[src/rtl/cpu_pkg.sv]
`default_nettype none
// ============================================================================
//  Module      : cpu_pkg
//  Description : Shared CPU encodings. Holds the decoder load/store codes,
//                the generic ENABLE/DISABLE levels and the LSU state
//                encoding used by lsu_ctrl.
//  Revision    : 1.0 - initial release
// ============================================================================
package cpu_pkg;

  localparam logic ENABLE  = 1'b1;
  localparam logic DISABLE = 1'b0;

  // Decoder load codes (is_load)
  localparam logic [2:0] LOAD_DISABLE = 3'd0;
  localparam logic [2:0] LOAD_LB      = 3'd1;
  localparam logic [2:0] LOAD_LH      = 3'd2;
  localparam logic [2:0] LOAD_LW      = 3'd3;
  localparam logic [2:0] LOAD_LBU     = 3'd4;
  localparam logic [2:0] LOAD_LHU     = 3'd5;

  // Decoder store codes (is_store)
  localparam logic [1:0] STORE_DISABLE = 2'd0;
  localparam logic [1:0] STORE_SB      = 2'd1;
  localparam logic [1:0] STORE_SH      = 2'd2;
  localparam logic [1:0] STORE_SW      = 2'd3;

  // Load/store unit sequencer states
  typedef enum logic [1:0] {
    LSU_IDLE = 2'd0,
    LSU_REQ  = 2'd1,
    LSU_WAIT = 2'd2
  } lsu_state_t;

endpackage
`default_nettype wire

[src/rtl/lsu_align.sv]
`default_nettype none
// ============================================================================
//  Module      : lsu_align
//  Description : Combinational byte-lane logic for the LSU.
//                Store side: byte enables and lane-replicated write data.
//                Load side : byte/half extraction and sign/zero extension.
//  Ports       : i_store_type  store code of the op being captured
//                i_addr_lo     addr[1:0] of the op being captured
//                i_wdata       raw rs2 store data
//                o_be          store byte enables (0 when no store)
//                o_wdata_rep   lane-replicated store data
//                i_load_type   captured load code
//                i_load_lo     captured addr[1:0] of the load
//                i_rdata       raw bus read data
//                o_ldata       extended load result
//  Revision    : 1.0 - initial release
// ============================================================================
module lsu_align
  import cpu_pkg::*;
(
  input  logic [1:0]  i_store_type,
  input  logic [1:0]  i_addr_lo,
  input  logic [31:0] i_wdata,
  output logic [3:0]  o_be,
  output logic [31:0] o_wdata_rep,
  input  logic [2:0]  i_load_type,
  input  logic [1:0]  i_load_lo,
  input  logic [31:0] i_rdata,
  output logic [31:0] o_ldata
);

  logic [7:0]  w_byte;
  logic [15:0] w_half;

  always_comb begin
    o_be        = 4'b0000;
    o_wdata_rep = 32'h0;
    case (i_store_type)
      STORE_SB: begin
        o_be        = 4'b0001 << i_addr_lo;
        o_wdata_rep = {4{i_wdata[7:0]}};
      end
      STORE_SH: begin
        // addr[0] is ignored: halves always land on an even lane pair
        o_be        = 4'b0011 << {i_addr_lo[1], 1'b0};
        o_wdata_rep = {2{i_wdata[15:0]}};
      end
      STORE_SW: begin
        o_be        = 4'b1111;
        o_wdata_rep = i_wdata;
      end
      default: ;
    endcase
  end

  always_comb begin
    w_byte = 8'h0;
    case (i_load_lo)
      2'd0:    w_byte = i_rdata[7:0];
      2'd1:    w_byte = i_rdata[15:8];
      2'd2:    w_byte = i_rdata[23:16];
      default: w_byte = i_rdata[31:24];
    endcase
    w_half = i_load_lo[1] ? i_rdata[31:16] : i_rdata[15:0];
  end

  always_comb begin
    o_ldata = i_rdata;
    case (i_load_type)
      LOAD_LB:  o_ldata = {{24{w_byte[7]}}, w_byte};
      LOAD_LBU: o_ldata = {24'h0, w_byte};
      LOAD_LH:  o_ldata = {{16{w_half[15]}}, w_half};
      LOAD_LHU: o_ldata = {16'h0, w_half};
      default:  o_ldata = i_rdata;
    endcase
  end

endmodule
`default_nettype wire

[src/rtl/lsu_ctrl.sv]
`default_nettype none
// ============================================================================
//  Module      : lsu_ctrl
//  Description : Sequences RV32I loads/stores onto the req/gnt/rvalid data
//                bus and stalls the pipeline until each access completes.
//                Includes lane steering (lsu_align), flush handling and a
//                bus timeout.
//  Config      : MISALIGN_TRAP_EN - when defined, misaligned half/word ops
//                raise misalign_exc instead of issuing a bus request.
//  Ports       : clk, rst_n (async, active low)
//                is_load/is_store/addr/wdata/rd  op from decode/ALU
//                flush                           kill in-flight op
//                stall                           hold upstream stages
//                wb_valid/wb_rd/wb_data          load writeback
//                bus_err, misalign_exc           one-cycle fault pulses
//                dmem_*                          data memory bus
//  Revision    : 1.0 - initial release
// ============================================================================
module lsu_ctrl
  import cpu_pkg::*;
#(
  parameter int TIMEOUT_W   = 8,
  parameter int TIMEOUT_MAX = 255
) (
  input  logic        clk,
  input  logic        rst_n,
  input  logic [2:0]  is_load,
  input  logic [1:0]  is_store,
  input  logic [31:0] addr,
  input  logic [31:0] wdata,
  input  logic [4:0]  rd,
  input  logic        flush,
  output logic        stall,
  output logic        wb_valid,
  output logic [4:0]  wb_rd,
  output logic [31:0] wb_data,
  output logic        bus_err,
  output logic        misalign_exc,
  output logic        dmem_req,
  output logic        dmem_we,
  output logic [3:0]  dmem_be,
  output logic [31:0] dmem_addr,
  output logic [31:0] dmem_wdata,
  input  logic        dmem_gnt,
  input  logic        dmem_rvalid,
  input  logic [31:0] dmem_rdata
);

  localparam logic [1:0] c_IDLE = LSU_IDLE;
  localparam logic [1:0] c_REQ  = LSU_REQ;
  localparam logic [1:0] c_WAIT = LSU_WAIT;

  // Last counter value before the timeout fires, i.e. the TIMEOUT_MAX-th
  // cycle spent in REQ/WAIT.
  localparam logic [TIMEOUT_W-1:0] c_CNT_LAST = TIMEOUT_W'(TIMEOUT_MAX - 1);

  logic [1:0]           r_state, w_state_nxt;
  logic [TIMEOUT_W-1:0] r_cnt;
  logic                 r_we;
  logic [3:0]           r_be;
  logic [29:0]          r_waddr;
  logic [31:0]          r_wdata;
  logic [4:0]           r_rd;
  logic [2:0]           r_ltype;
  logic [1:0]           r_lo;
  logic                 r_flushed;

  logic        w_load_act, w_store_act, w_op_valid, w_idle_op;
  logic        w_misalign, w_accept, w_timeout;
  logic [3:0]  w_be;
  logic [31:0] w_wdata_rep, w_ldata;

  assign w_load_act  = (is_load != LOAD_DISABLE);
  assign w_store_act = (is_store != STORE_DISABLE);
  assign w_op_valid  = w_load_act | w_store_act;
  assign w_idle_op   = (r_state == c_IDLE) & w_op_valid & ~flush;
  assign w_timeout   = (r_cnt == c_CNT_LAST);

`ifdef MISALIGN_TRAP_EN
  always_comb begin
    w_misalign = 1'b0;
    if (w_store_act) begin
      w_misalign = ((is_store == STORE_SH) & addr[0]) |
                   ((is_store == STORE_SW) & (addr[1:0] != 2'b00));
    end else begin
      w_misalign = (((is_load == LOAD_LH) | (is_load == LOAD_LHU)) & addr[0]) |
                   ((is_load == LOAD_LW) & (addr[1:0] != 2'b00));
    end
  end
`else
  assign w_misalign = 1'b0;
`endif

  assign misalign_exc = w_idle_op & w_misalign;

  lsu_align u_align (
    .i_store_type (is_store),
    .i_addr_lo    (addr[1:0]),
    .i_wdata      (wdata),
    .o_be         (w_be),
    .o_wdata_rep  (w_wdata_rep),
    .i_load_type  (r_ltype),
    .i_load_lo    (r_lo),
    .i_rdata      (dmem_rdata),
    .o_ldata      (w_ldata)
  );

  // Completion (gnt/rvalid) has priority over the timeout in the same cycle;
  // an unaccepted request is abandoned on flush, an accepted one is not.
  always_comb begin
    w_state_nxt = r_state;
    w_accept    = 1'b0;
    stall       = 1'b0;
    wb_valid    = 1'b0;
    bus_err     = 1'b0;
    case (r_state)
      c_IDLE: begin
        if (w_idle_op & ~w_misalign) begin
          w_accept    = 1'b1;
          stall       = 1'b1;
          w_state_nxt = c_REQ;
        end
      end
      c_REQ: begin
        if (dmem_gnt & r_we) begin
          w_state_nxt = c_IDLE;
        end else if (dmem_gnt & dmem_rvalid) begin
          wb_valid    = ~r_flushed & ~flush;
          w_state_nxt = c_IDLE;
        end else if (flush & ~dmem_gnt) begin
          w_state_nxt = c_IDLE;
        end else if (w_timeout) begin
          bus_err     = 1'b1;
          w_state_nxt = c_IDLE;
        end else begin
          stall = 1'b1;
          if (dmem_gnt) w_state_nxt = c_WAIT;
        end
      end
      c_WAIT: begin
        if (dmem_rvalid) begin
          wb_valid    = ~r_flushed & ~flush;
          w_state_nxt = c_IDLE;
        end else if (w_timeout) begin
          bus_err     = 1'b1;
          w_state_nxt = c_IDLE;
        end else begin
          stall = 1'b1;
        end
      end
      default: w_state_nxt = c_IDLE;
    endcase
  end

  always_ff @(posedge clk or negedge rst_n) begin
    if (!rst_n) begin
      r_state   <= c_IDLE;
      r_cnt     <= '0;
      r_we      <= 1'b0;
      r_be      <= 4'b0000;
      r_waddr   <= 30'h0;
      r_wdata   <= 32'h0;
      r_rd      <= 5'd0;
      r_ltype   <= LOAD_DISABLE;
      r_lo      <= 2'b00;
      r_flushed <= 1'b0;
    end else begin
      r_state <= w_state_nxt;
      if (w_accept) begin
        // Store wins when both codes are active; reads request the full word.
        r_we      <= w_store_act;
        r_be      <= w_store_act ? w_be : 4'b1111;
        r_waddr   <= addr[31:2];
        r_wdata   <= w_wdata_rep;
        r_rd      <= rd;
        r_ltype   <= w_store_act ? LOAD_DISABLE : is_load;
        r_lo      <= addr[1:0];
        r_cnt     <= '0;
        r_flushed <= 1'b0;
      end else if (r_state != c_IDLE) begin
        r_cnt <= r_cnt + TIMEOUT_W'(1);
        if (flush) r_flushed <= 1'b1;
      end
    end
  end

  assign dmem_req   = (r_state == c_REQ);
  assign dmem_we    = dmem_req & r_we;
  assign dmem_be    = dmem_req ? r_be : 4'b0000;
  assign dmem_addr  = dmem_req ? {r_waddr, 2'b00} : 32'h0;
  assign dmem_wdata = dmem_req ? r_wdata : 32'h0;
  assign wb_rd      = r_rd;
  assign wb_data    = wb_valid ? w_ldata : 32'h0;

endmodule
`default_nettype wire

[config.mk]
export PLATFORM = sky130hd
export DESIGN_NAME = lsu_ctrl
export DESIGN_NICKNAME = d
export VERILOG_FILES = /design/src/rtl/cpu_pkg.sv /design/src/rtl/lsu_align.sv /design/src/rtl/lsu_ctrl.sv
export SDC_FILE = /design/constraint.sdc
export NUM_CORES = 1
export LEC_CHECK = 0
export CELL_PAD_IN_SITES_DETAIL_PLACEMENT = 0
export CELL_PAD_IN_SITES_GLOBAL_PLACEMENT = 1
export CORE_AREA = 3 3 137 139
export CTS_BUF_LIST = sky130_fd_sc_hd__clkbuf_8
export DETAILED_ROUTE_END_ITERATION = 10
export DIE_AREA = 0 0 140 142
export HOLD_SLACK_MARGIN = 0.15
export PLACE_DENSITY = 0.78
export SLEW_MARGIN = 10
export SYNTH_ARGS = -nofsm -noshare
export SYNTH_HDL_FRONTEND = slang
export SYNTH_HIERARCHICAL = 1
export SYNTH_SLANG_ARGS = --single-unit
[constraint.sdc]
create_clock -name clk -period 2.4 [get_ports clk]
set_clock_uncertainty 0.2 [all_clocks]
set_input_delay 0.24 -clock clk [delete_from_list [all_inputs] [get_ports clk]]
set_output_delay 0.24 -clock clk [all_outputs]
set_load 0.05 [all_outputs]
==> results.json, run 1 <==
{
  "status": "finished, violations left",
  "failed_checks": "setup timing",
  "gr-usage-met1_pct": 25.7,
  "io_buffers": 218,
  "grt_pass1_vias": 6267,
  "critPathKind": "reg2out",
  "grt_antenna_before_repair": 1,
  "synth_ff_type": "dfrtp_1",
  "cp_common_cell": "buf_12",
  "drtAntennaViolNets": 0,
  "path_depth": 7,
  "grtUsageTotal_pct": 21.4,
  "critPathSlowestCell": "dfrtp_2",
  "rsz0062_at_grt": "yes",
  "area_delta_synth_final_pct": 72.9,
  "swShare_pct": 43.3,
  "pwr-share-clk_pct": 8.4,
  "drive_gt1_share_pct": 40.1,
  "fin_crit_ns": 2.68,
  "ys_types": 55,
  "netlist_area_sq_um": 6120,
  "fin_util_pct": 59.5,
  "initial_utilization_pct": 34.4,
  "critPathMaxStageDelay_ns": 0.48,
  "final_cells": 1120,
  "yosysTopAreaCell": "dfrtp_1",
  "slew_headroom_pct": 52.8,
  "postLayoutSetupSlackWorst_ns": -0.284,
  "grt_use_met2_pct": 38.0,
  "synthTopCellsByCount": "and2_1, dfrtp_1, nand2_1, o21ai_0",
  "leakage_nw": 4.69,
  "yosysSeqAreaShare_pct": 36.0,
  "max-cap-violations": 0,
  "die_x_um": 140,
  "synth_top_area_share_pct": 36.0,
  "htree_levels": 3,
  "startpoint_type": "flop",
  "clk_latency_ns": 0.36,
  "combPwrFrac_pct": 70.9,
  "io_pins": 222,
  "clk_pin_slew_ns": 0.10,
  "whs_path_depth": 5,
  "path_cells": "mux2_4, a22oi_4, buf_12, nor2_4, a211o_1, and2_4, buf_12",
  "r2r.worst_path.cells": 7,
  "cp.buffers_inverters": 2,
  "via_per_inst": 5.17,
  "placementRows": 49,
  "die_h_um": 142,
  "fmax_ghz": 0.373,
  "hold_viol": 0,
  "fin_crit_sh_pct": 112,
  "grt.busiest_layer": "met2",
  "whs_ns": 0.176,
  "cp.arrival_ns": 2.24,
  "synth.area.top_cells": "dfrtp_1, and2_1, mux2_4",
  "drtIter0Drc": 307,
  "min_path_type": "in2reg",
  "hpwlAfterDp_um": 16300,
  "place_ws_ns": -0.321,
  "synth_edf_count": 0,
  "maxSlewViolCount": 0,
  "cp-end-kind": "output pin",
  "synth_cells": 618,
  "critPathRequiredTime_ns": 1.96,
  "yosysMostFrequentCell": "and2_1",
  "cts_made_buffers": 9,
  "vias": 5786,
  "grt_max_degree": 69,
  "pwr-share-seq_pct": 20.6,
  "synth.ff_latch_count": 88,
  "die_area_sq_um": 19900,
  "async_flop_share_pct": 100,
  "synth_area_per_cell_sq_um": 9.90,
  "dp_cells": 1079,
  "ys.warnings.count": 6,
  "cts_buffer_depth": 2,
  "cts.sinks": 88,
  "grt_first_pass_wirelength_um": 34300,
  "use_met3_pct": 7.06,
  "core_sq_um": 17800,
  "firstDrtPassIters": 7,
  "fin_nets": 1003,
  "setup_viol": 32,
  "internal_power_w": 0.00721,
  "netSwitchingPower_w": 0.00552,
  "drc_errors": 0,
  "cp_max_fo": 14,
  "wl_per_cell_um": 19.3,
  "tightest_slew_ns": 0.705,
  "powerDensity_nw_per_um2": 1200,
  "vdd_ir_drop_max_mv": 0.915,
  "cpLargestDelayFamily": "compound AO/OA/AOI/OAI gates",
  "gp_congestion": 0.917,
  "routed_wl_um": 21700,
  "grt-ovfl-total": 0,
  "cts_tree": "done",
  "root_buffer": "clkbuf_8"
}
[kinds of logic (layout without fill, tap and decap cells)]
group | Yosys count | in the layout | synth area share [%]
AO/OA/AOI/OAI | 126 | 126 | 14.8
other | 1 | 4 | 0.0613
flip-flops | 88 | 88 | 36.0
adder cells (fa/ha/maj) | 7 | 7 | 1.43
multiplexers | 95 | 95 | 21.0
XOR/XNOR | 7 | 7 | 1.00
AND/OR/NAND/NOR | 235 | 235 | 20.6
buffers and inverters | 59 | 329 | 5.15
[placed cells by master (no fill, tap or decap), types with 11 or more instances in the layout]
cell | synthesis | layout
nor2_1 | 23 | 23
a22o_1 | 11 | 11
buf_4 | 7 | 59
mux2i_1 | 16 | 16
dfrtp_1 | 88 | 84
nand2_1 | 69 | 69
a221o_1 | 23 | 23
and2_1 | 100 | 68
o21ai_0 | 40 | 31
buf_12 | 0 | 112
mux2_4 | 36 | 36
and2_4 | 0 | 32
a21oi_1 | 18 | 16
mux2_2 | 36 | 36
buf_6 | 7 | 17
clkdlybuf4s50_1 | 0 | 113
[registers in the layout, indices dropped and copies added (netlist names)]
name / flops
r_waddr: 30
r_cnt: 8
r_lo: 2
r_wdata: 32
r_state: 2
r_flushed: 1
r_we: 1
r_ltype: 3
wb_rd: 5
r_be: 4
[layout make-up]
cell class | instances | area (sq um)
fill | 1492 | 7200
timing repair buffer | 304 | 4040
multi-input combinational | 473 | 3810
sequential | 88 | 2210
tap | 229 | 287
clock buffer | 9 | 124
clock inverter | 7 | 76.3
inverter | 9 | 33.8
antenna | 1 | 2.50
[power groups by stage]
stage / registers (W) / logic, W / clock network (W)
global placement: 0.00259 / 0.00827 / 0
CTS: 0.00262 / 0.00891 / 0.00112
finish: 0.00263 / 0.00903 / 0.00107
floorplan: 0.00261 / 0.00482 / 0
detailed placement: 0.00263 / 0.00840 / 0
global route: 0.00271 / 0.00951 / 0.00118
[path summary, 6_finish.rpt]
kind | startpoint | endpoint | slack, ns
setup / recovery | r_lo[0] | wb_data[14] | -0.28
hold / removal | is_store[1] | r_be[0] | 0.18
setup reg to reg | r_state[0] | r_waddr[5] | 0.31
hold reg to reg | r_be[3] | r_be[3] | 0.29
max in group asynchronous | rst_n | r_waddr[2] | 1.12
min in group asynchronous | rst_n | r_waddr[13] | 0.20
[what timing repair did]
action	in CTS	in global routing
pin swaps	12	13
setup buffers	16	7
hold buffers	1	0
endpoints found under the hold margin	73	0
gates resized for setup	82	29
setup endpoints to repair	101	34
cloned	2	0
[per-stage QoR]
step | power [W] | setup TNS [ns] | instance area [sq um]
2_1_floorplan | 0.00743 | 0 | 6140
3_3_place_gp | 0.0109 | -4.43 | 9910
3_5_place_dp | 0.0110 | -5.59 | 9910
4_1_cts | 0.0126 | -7.86 | 10500
5_1_grt | 0.0134 | -9.59 | 10600
6_report | 0.0127 | -7.06 | 10600
[layer usage]
layer	vias to the layer above	wire, um
li1	2705	-
met1	2807	8570
met2	251	10800
met3	21	2060
met4	2	243
met5	-	9
[tightest hold or removal path, delay by kind of cell]
family          cells  cell delay [ns]
simple gates        3             0.22
buf+inv             1             0.17
compound gates      1             0.07
(Power assumes the default switching activity.)
==> run 2, diff against run 1 <==
- CORE_AREA: 3 3 137 139 -> 3 3 133 135
- DIE_AREA: 0 0 140 142 -> 0 0 136 138
- PLACE_DENSITY: 0.78 -> 0.83
- clock period: 2.4 -> 3.46 ns (I/O delays scaled with it)
==> run 2 against run 1 <==
Against the previous run: the flow now finishes without violations; hold slack improved by 0.033 ns; count of clock-buffer cells in the layout increased by 1; sequential share of layout area increased by 3.6 points; routed wire length decreased by 11%; setup slack improved by 0.44 ns; total power decreased by 42%; final area decreased by 15%; non-clock buffer count decreased by 69; critical path depth decreased by 1; sequential power decreased by 30%; largest cell class is now multi-input gates; largest power group unchanged.
==> results.json, run 2 (same netlist as run 1, synthesis figures left out) <==
{
  "drc_errors": 0,
  "final_area_sq_um": 9020,
  "routed_wl_um": 19300,
  "initial_utilization_pct": 36.9,
  "drtIter0Drc": 388,
  "placementRows": 47,
  "final_cells": 1041,
  "vias": 5487,
  "dp_cells": 1023,
  "drive_gt1_share_pct": 18.5,
  "final_common_cell": "clkdlybuf4s50_1",
  "root_buffer": "clkbuf_8",
  "hpwlAfterDp_um": 14300,
  "via_per_inst": 5.27,
  "grt-ovfl-total": 0,
  "min_path_type": "in2reg",
  "cts_buffer_depth": 2,
  "setup_viol": 0,
  "post_cts_resized": 0,
  "place_area_sq_um": 8760,
  "grt_first_pass_wirelength_um": 29900,
  "layout_common_cells": "clkdlybuf4s50_1, and2_1, dfrtp_1",
  "tightest_slew_ns": 1.27,
  "firstDrtPassIters": 5,
  "fin_crit_sh_pct": 95.5,
  "io_pins": 222,
  "grt_pass1_vias": 5503,
  "tns_ns": 0,
  "clk_pin_slew_ns": 0.09,
  "clk_latency_ns": 0.36,
  "fin_nets": 934,
  "largest_reg_flops": 32,
  "maxSlewViolCount": 0,
  "top_regs": "r_wdata x32, r_waddr x30, r_cnt x8",
  "cts.sinks": 88,
  "hold_viol": 0,
  "cts_tree": "done",
  "startpoint_type": "flop",
  "htree_levels": 3,
  "leakage_nw": 3.94,
  "cp.arrival_ns": 2.76,
  "drtAntennaViolNets": 0,
  "fin_crit_ns": 3.30,
  "postLayoutSetupSlackWorst_ns": 0.156,
  "powerDensity_nw_per_um2": 813,
  "fmax_ghz": 0.303,
  "io_buffers": 218,
  "critPathKind": "reg2out",
  "grtUsageTotal_pct": 19.6,
  "status": "completed",
  "antenna_cells": 0,
  "vdd_ir_drop_max_mv": 0.646,
  "cp-end-kind": "output pin",
  "n_fill_cell": 1450,
  "max-cap-violations": 0,
  "place_ws_ns": 0.510,
  "core_sq_um": 16600,
  "rsz0062_at_grt": "no",
  "critPathRequiredTime_ns": 2.91,
  "grt_antenna_before_repair": 2,
  "area_delta_synth_final_pct": 47.4,
  "wl_per_cell_um": 18.5,
  "grt_max_degree": 89,
  "regMostFlops": "r_wdata",
  "cp_max_fo": 16,
  "whs_ns": 0.209,
  "die_x_um": 136,
  "slew_headroom_pct": 14.5,
  "cts_made_buffers": 9,
  "gp_congestion": 0.870,
  "die_h_um": 138,
  "cts_setup_buffers": 0,
  "die_area_sq_um": 18800
}
run 2: cell count changes in the layout (fill, tap and decap cells not counted), moves of 9 or more:
cell / change
and2_1: +32
buf_12: -77
and2_4: -32
clkdlybuf4s50_1: +67
buf_4: -42
buf_6: -17
o21ai_0: +9
run 2: metrics by stage:
step / power [W] / util [%]
CTS: 0.00736 / 54.2
global route: 0.00772 / 54.4
floorplan: 0.00514 / -
global placement: 0.00643 / 52.8
detailed placement: 0.00652 / 52.8
finish: 0.00733 / 54.4
run 2: cell type report:
type | instances | area (sq um) | share of cell area (%)
clock buffers | 10 | 138 | 1.53
inverters | 9 | 33.8 | 0.375
flip-flops and latches | 88 | 2200 | 24.4
repair buffers | 235 | 2670 | 29.6
clock inverters | 6 | 83.8 | 0.930
well taps | 220 | 275 | 3.05
multi-input cells | 473 | 3610 | 40.1
run 2: repair_timing:
action	in CTS	in global routing
setup endpoints to repair	0	0
hold endpoints to repair	88	0
hold buffers	1	0
run 2: report_power, final:
part           total (W)  leakage (nW)  switching [W]  internal [W]
combinational    0.00469          2.75        0.00266       0.00203
clock           0.000799         0.115       0.000374      0.000425
sequential       0.00184          1.08       0.000331       0.00151
total            0.00733          3.94        0.00337       0.00396
run 2: worst paths after layout:
path                                   from  slack [ns]     endpoint  cells past startpoint
max in group asynchronous             rst_n        2.17  r_wdata[19]                      3
min in group asynchronous             rst_n        0.26  r_waddr[16]                      2
worst max-delay path                r_lo[1]        0.16   wb_data[2]                      6
worst max register to register   r_state[0]        1.05  r_wdata[19]                      6
worst min-delay path            is_store[1]        0.21         r_we                      3
worst min register to register      r_be[2]        0.29      r_be[2]                      2
run 2: routing by layer:
| layer | track usage [%] | vias up | share of wire [%] |
|---|---|---|---|
| li1 | - | 2562 | - |
| met1 | 25.6 | 2610 | 42 |
| met2 | 30.2 | 283 | 45 |
| met3 | 7.27 | 28 | 11 |
| met4 | 5.99 | 4 | 2.1 |
| met5 | 0 | - | 0.12 |
run 2: critical path, cell delays in order, from the launching register on:
cell and delay [ns]:
dfrtp_1 0.51, inv_1 0.19, a21oi_1 0.09, o21ai_1 0.99, a221o_1 0.31, and2_1 0.17, buf_12 0.15
==> run 3, diff against run 2 <==
- CELL_PAD_IN_SITES_DETAIL_PLACEMENT: 0 -> 2
- CELL_PAD_IN_SITES_GLOBAL_PLACEMENT: 1 -> 2
- CORE_AREA: 3 3 133 135 -> 3 3 147 149
- DIE_AREA: 0 0 136 138 -> 0 0 150 152
- PLACE_DENSITY: 0.83 -> 0.84
==> run 3 against run 2 <==
Against the previous run: sequential cell count did not move; first-iteration DRC count down 39%; sequential share of layout area fell by 0.077 points; routed wire length is 30% higher; total power increased by 2.5%; setup slack better by 0.058 ns; count of clock-buffer cells in the layout decreased by 1; final area increased by 0.37%; combinational power increased by 4%; maximum frequency increased by 1.8%; utilization shrank 9.8 points; via count rose by 4.9%; highest routed layer is now met4.
==> results.json, run 3 (same netlist as run 1, synthesis figures left out) <==
{
  "status": "completed",
  "final_common_cell": "clkdlybuf4s50_1",
  "wl_met3_um": 1920,
  "min_path_type": "in2reg",
  "setup_viol": 0,
  "grt-ovfl-total": 0,
  "drive_gt1_share_pct": 19.1,
  "cp-end-kind": "output pin",
  "drtAntennaViolNets": 0,
  "cts_buffer_depth": 2,
  "core_sq_um": 20300,
  "grt_max_degree": 46,
  "tns_ns": 0,
  "vdd_ir_drop_max_mv": 0.714,
  "hold_start": "is_store[1]",
  "root_buffer": "clkbuf_8",
  "cts_setup_buffers": 0,
  "fin_crit_sh_pct": 93.8,
  "regMostFlops": "r_wdata",
  "grt_first_pass_wirelength_um": 38500,
  "worstHoldEndpoint": "r_be[3]",
  "multi_input_area_sq_um": 3620,
  "die_x_um": 150,
  "io_buffers": 218,
  "grtUsageTotal_pct": 21.3,
  "fin_crit_ns": 3.25,
  "r2r.worst_path.cells": 6,
  "firstDrtPassIters": 4,
  "grt_pass1_vias": 6598,
  "io_pins": 222,
  "tightest_slew_ns": 0.737,
  "r2r-end": "r_wdata[18]",
  "layout_common_cells": "clkdlybuf4s50_1, and2_1, dfrtp_1",
  "critPathKind": "reg2out",
  "wl_met2_um": 12800,
  "top_regs": "r_wdata x32, r_waddr x30, r_cnt x8",
  "gp_congestion": 0.804,
  "largest_reg_flops": 32,
  "drc_errors": 0,
  "slew_headroom_pct": 50.7,
  "leakage_nw": 3.92,
  "maxSlewViolCount": 0,
  "htree_levels": 3,
  "whs_path_depth": 4,
  "r2r-start": "r_state[0]",
  "max-cap-violations": 0,
  "hpwlAfterDp_um": 19100,
  "powerDensity_nw_per_um2": 830,
  "cts_tree": "done",
  "critPathRequiredTime_ns": 2.91,
  "startpoint_type": "flop",
  "n_fill_cell": 2107,
  "routed.top_layer": "met4",
  "clk_latency_ns": 0.36,
  "clk_pin_slew_ns": 0.09,
  "hold_viol": 0,
  "ff2ff_setup_slack_ns": 0.97,
  "cts.sinks": 88,
  "fmax_ghz": 0.308,
  "die_h_um": 152,
  "fin_nets": 935,
  "vias": 5757,
  "seq_area_sq_um": 2200,
  "cp.arrival_ns": 2.70,
  "initial_utilization_pct": 30.1,
  "drtIter0Drc": 235,
  "die_area_sq_um": 22800,
  "routed_wl_um": 25000,
  "rsz0062_at_grt": "no",
  "cp_max_fo": 41,
  "placementRows": 52,
  "wl_met1_um": 9770,
  "fin_util_pct": 44.6,
  "antenna_cells": 0,
  "area_delta_synth_final_pct": 47.9,
  "cts_made_buffers": 9,
  "grt_antenna_before_repair": 0,
  "via_per_inst": 5.27,
  "wl_per_cell_um": 22.9
}
[run 3: worst max path at each step]
stage	start	endpoint	cells past startpoint
4_1_cts	r_state[1]	dmem_addr[3]	5
2_1_floorplan	r_state[1]	stall	6
3_5_place_dp	dmem_rdata[23]	wb_data[14]	7
6_report	r_state[1]	dmem_addr[3]	5
3_3_place_gp	dmem_rdata[23]	wb_data[8]	7
5_1_grt	r_state[1]	wb_data[3]	9
[run 3: layout make-up]
cell class / instances / share of cell area [%]
inverters: 9 / 0.373
repair buffers: 236 / 29.4
multi-input cells: 473 / 40.0
clock buffers: 9 / 1.37
clock inverters: 7 / 0.774
flip-flops and latches: 88 / 24.3
well taps: 270 / 3.73
[run 3: what timing repair did]
item,in CTS,in global routing
resized for setup,1,2
hold endpoints to repair,43,0
setup endpoints to repair,5,21
hold buffers,1,0
cloned,0,0
[run 3: worst max-delay path, stage by stage (launching register included)]
cell             delay (ns)
dfrtp_1                0.42
inv_1                  0.12
ha_2                   0.49
buf_12                 0.26
and2_1                 0.20
clkdlybuf4s50_1        0.82
[run 3: through the flow]
stage	cell area, sq um	power (W)	instances	worst slack, ns	hold WS, ns
after floorplan	6130	0.00514	620	0.583	-0.150
after global placement	8840	0.00647	1075	0.484	0.190
after detailed placement	8840	0.00674	1075	0.387	0.193
after CTS	9040	0.00756	1092	0.136	0.245
after global routing	9050	0.00792	1092	0.0118	0.274
final	9050	0.00751	1092	0.214	0.248
[run 3: power by group]
| group | switching, W | total (W) | internal [W] |
|---|---|---|---|
| Combinational | 0.00284 | 0.00488 | 0.00204 |
| Sequential | 0.000386 | 0.00190 | 0.00151 |
| Clock | 0.000402 | 0.000738 | 0.000336 |
[run 3: metal layers]
metal,GRT usage [%],vias to the layer above
met5,0,-
met3,5.99,41
met2,38.2,235
met4,6.01,0
met1,24.6,2919
li1,-,2562
